### src/rtl/next_pc_unit.sv
// next_pc_unit: architectural PC register with a boot/run/halt FSM.
// Computes the next fetch PC from the decoded branch op each update cycle.
module next_pc_unit #(
  parameter int W = 64,
  parameter logic [W-1:0] RESET_PC = '0,
  parameter int INC = 1,
  parameter int OFFSET_SHIFT = 0,
  parameter int CNT_W = 16
) (
  input  logic             clk,
  input  logic             rst_n,
  input  logic [2:0]       branch_op,
  input  logic [W-1:0]     se_offset,
  input  logic [W-1:0]     reg_target,
  input  logic             zero_flag,
  input  logic             instr_valid,
  input  logic             fetch_ready,
  output logic [W-1:0]     pc,
  output logic [W-1:0]     pc_plus,
  output logic             pc_valid,
  output logic             taken,
  output logic             halted,
  output logic [CNT_W-1:0] taken_count
);

  typedef enum logic [1:0] {
    S_BOOT,
    S_RUN,
    S_HALT
  } state_t;

  localparam logic [W-1:0] INC_W = W'(INC);

  state_t           state, state_d;
  logic [W-1:0]     pc_d;
  logic             taken_d;
  logic [CNT_W-1:0] cnt_d;

  logic         upd;
  logic         is_b, is_cbz, is_cbnz, is_br, is_halt;
  logic         rel_take, any_take, cnt_sat;
  logic [W-1:0] offset_sh;

  assign pc_valid  = (state == S_RUN);
  assign halted    = (state == S_HALT);
  assign pc_plus   = pc + INC_W;
  assign upd       = pc_valid & fetch_ready & instr_valid;
  assign offset_sh = se_offset << OFFSET_SHIFT;

  assign is_b     = (branch_op == 3'b001);
  assign is_cbz   = (branch_op == 3'b010);
  assign is_cbnz  = (branch_op == 3'b011);
  assign is_br    = (branch_op == 3'b100);
  assign is_halt  = (branch_op == 3'b101);
  assign rel_take = is_b | (is_cbz & zero_flag) | (is_cbnz & ~zero_flag);
  assign any_take = rel_take | is_br;
  assign cnt_sat  = &taken_count;

  // Next-state, next-pc and redirect bookkeeping
  always_comb begin
    state_d = state;
    pc_d    = pc;
    taken_d = 1'b0;
    cnt_d   = taken_count;
    unique case (state)
      S_BOOT: state_d = S_RUN;
      S_RUN: begin
        if (upd) begin
          unique case (1'b1)
            is_halt:  state_d = S_HALT;
            is_br:    pc_d = reg_target;
            rel_take: pc_d = pc + offset_sh;
            default:  pc_d = pc_plus;
          endcase
          taken_d = any_take;
          if (any_take && !cnt_sat)
            cnt_d = taken_count + CNT_W'(1);
        end
      end
      S_HALT: state_d = S_HALT;
      default: state_d = S_BOOT;
    endcase
  end

  // State and PC registers with synchronous active-low reset
  always_ff @(posedge clk) begin
    if (!rst_n) begin
      state       <= S_BOOT;
      pc          <= RESET_PC;
      taken       <= 1'b0;
      taken_count <= '0;
    end else begin
      state       <= state_d;
      pc          <= pc_d;
      taken       <= taken_d;
      taken_count <= cnt_d;
    end
  end

endmodule

### config.mk
export PLATFORM = sky130hd
export DESIGN_NAME = next_pc_unit
export DESIGN_NICKNAME = d
export VERILOG_FILES = /design/src/rtl/next_pc_unit.sv
export SDC_FILE = /design/constraint.sdc
export NUM_CORES = 1
export LEC_CHECK = 0
export CORE_MARGIN = 3
export CORE_UTILIZATION = 44
export DETAILED_ROUTE_END_ITERATION = 12
export PLACE_DENSITY = 0.89
export SYNTH_ARGS = -nofsm -noshare
export SYNTH_HDL_FRONTEND = slang
export SYNTH_SLANG_ARGS = --single-unit
### constraint.sdc
create_clock -name clk -period 3.8 [get_ports clk]
set_clock_uncertainty 0.15 [all_clocks]
set_input_delay 1.14 -clock clk [delete_from_list [all_inputs] [get_ports clk]]
set_output_delay 1.14 -clock clk [all_outputs]
set_load 0.02 [all_outputs]
==> results.json <==
{
  "worst_pin_slew_ps": 543.8,
  "coreArea_um2": 20560,
  "die_height_um": 151.8,
  "yosysWarningCount": 0,
  "grt_pass1_vias": 12500,
  "period_minus_slack_ps": 3847,
  "fillers": 1502,
  "crit_family": "simple AND/OR/NAND/NOR gates",
  "violations": "negative setup slack",
  "grt_usage_pct": 34.64,
  "maxSlewViolCount": 0,
  "hold_class": "flip-flop to flip-flop",
  "cts_buffers": 9,
  "power.density_nw_per_um2": 322.1,
  "synth_cells": 1284,
  "synth_edf_count": 0,
  "floorplan.initialDensity_pct": 45.51,
  "cts.clk_slew.worst_paths_ps": 70,
  "vias": 12840,
  "mostFrequentLayoutCell": "buf_4",
  "drt-vias-per-instance": 6.208,
  "die_w_um": 151.8,
  "crit_type": "flip-flop to output pin",
  "cts_sinks": 83,
  "cts_root_buf": "clkbuf_16",
  "finalSetupViolations": 8,
  "drive_gt1_share_pct": 27.47,
  "cp.arrival_ps": 2560,
  "yosysTopAreaCellShare_pct": 17.76,
  "relSlewSlack_pct": 63.29,
  "cts_tree": "built",
  "ys_ff_latch": 83,
  "min_period_over_period_pct": 101.2,
  "crit_required_ps": 2510,
  "antenna_cells": 0,
  "cap_violations": 0,
  "wl_per_cell_um": 21.30,
  "cp_num_buf_inv": 4,
  "wirelength_um": 44060,
  "syn_area_per_cell_um2": 7.287,
  "crit_chain": "and3_4 > nand3_4 > buf_6 > nor4_4 > buf_6 > buf_12 > and3_4 > nand3_4 > xnor2_2 > buf_4",
  "crit_fanout": 4,
  "place_area_um2": 14340,
  "drtAntennaViolNets": 0,
  "drt_iter0_drc": 1159,
  "p_leak_nw": 6.781,
  "final_area_um2": 15400,
  "syn_to_final_growth_pct": 64.64,
  "rsz0062_at_grt": "true",
  "setup_slack_ps": -46.66,
  "syn-cell-area_um2": 9356,
  "utilization_pct": 74.93,
  "synth_cell_types": 84,
  "dp_cells": 2034,
  "syn-num-nets": 1489,
  "routabilityCongestion": 0.9878,
  "grt_pass1_wl_um": 66180,
  "gr-total-overflow": 0,
  "cp-end-kind": "output pin",
  "yosysSeqAreaShare_pct": 17.76,
  "yosysTopAreaCell": "dfxtp_1",
  "clk_latency_ps": 360,
  "layout_common_cells": "buf_4, clkdlybuf4s50_1, a21oi_1, nand2_1, o21ai_0",
  "cts_hold_buf": 0,
  "hold_slack_ps": 366.3,
  "synthArstFlopShare_pct": 0,
  "synth.top_cells.by_area": "dfxtp_1, ha_1, a21oi_1",
  "instances_no_fill": 2068,
  "critical_path.startpoint_type": "flip-flop",
  "rows": 52,
  "grt_max_degree": 41,
  "hold_violations": 0,
  "htreeDepth": 3,
  "numPortBuffers": 282,
  "slowest_delay_ps": 370,
  "final_nets": 1998,
  "irDropWorstVdd_v": 0.0002038,
  "clock_path_buffers": 2,
  "antenna_found_initial": 0,
  "outcome": "finished with violations",
  "first_pass_iters": 6,
  "max_freq_ghz": 0.2600,
  "ios": 283,
  "place_hpwl_um": 33330,
  "drc": 0,
  "dieArea_um2": 23050,
  "cp_slowest_cell": "dfxtp_1",
  "ys.flop_type": "dfxtp_1"
}
## final cells by class
class	count	area, µm²	share of cell area, %
tap	270	337.8	2.193
timing repair buffer	579	4984	32.35
clock buffer	9	225.2	1.462
multi-input combinational	1095	8010	52.00
sequential	83	1672	10.85
inverter	25	93.84	0.6092
clock inverter	7	82.58	0.5361
## what timing repair did
action                                 in CTS  in global routing
pin swaps                                  21                 54
gates resized for setup                   224                124
endpoints found under the hold margin       0                  0
setup endpoints to repair                  80                 71
setup buffers                               7                 11
## per-layer routing
metal  vias up  track usage, %  routed length [µm]
met3       150           7.651                4354
met4         0           13.10                1765
met1      5967           43.33               17040
met2       853           58.40               20900
li1       5868               -                   -
met5         -               0                   0
## cell usage after synthesis (31+ instances only)
master / n
ha_1: 68
a21oi_1: 147
xnor2_1: 70
a21o_1: 31
nand3_1: 50
dfxtp_1: 83
o21ai_0: 106
xor2_1: 36
clkbuf_1: 63
a221oi_1: 47
nor2_1: 93
nand4_1: 49
nand2_1: 119
## worst min-delay path: stages (launching register included)
cell and delay (ps):
dfxtp_1 340, o21ai_0 80, a21oi_1 60
## registers in the layout, summed over array words and instances, names as in the netlist
name         cells
pc              64
taken_count     16
state            2
taken            1
## path summary, 6_finish.rpt
| check | from | end | slack [ps] | cells past startpoint |
|---|---|---|---|---|
| max | pc[7] | pc_plus[62] | -50 | 10 |
| min | taken_count[15] | taken_count[15] | 370 | 2 |
| max reg2reg | pc[0] | pc[61] | 590 | 14 |
| min reg2reg | taken_count[15] | taken_count[15] | 370 | 2 |
## report_power, final
part	leakage, nW	internal (mW)	switching (mW)	total, mW
registers	0.676	0.970	0.0842	1.05
clock network	0.145	0.521	0.447	0.969
logic	5.96	1.35	1.59	2.94
total	6.78	2.84	2.12	4.96
## stage by stage
step | worst slack, ps | total power [mW] | setup TNS (ps)
after floorplan | 81.22 | 2.478 | 0
after detailed placement | -677.2 | 3.811 | -21100
after global routing | -136.6 | 5.190 | -1062
after global placement | -550.9 | 3.767 | -16120
after CTS | -65.27 | 4.781 | -137.8
final | -46.66 | 4.962 | -172.5
## kinds of logic after synthesis
group | synth area share [%]
AOI/OAI and AO/OA | 33.66
xor gates and xnor gates | 10.10
adders and majority gates | 9.307
buffers and inverters | 4.400
DFF | 17.76
muxes | 0.5349
and+or+nand+nor | 24.24
Power figures use the tool's default switching activity.
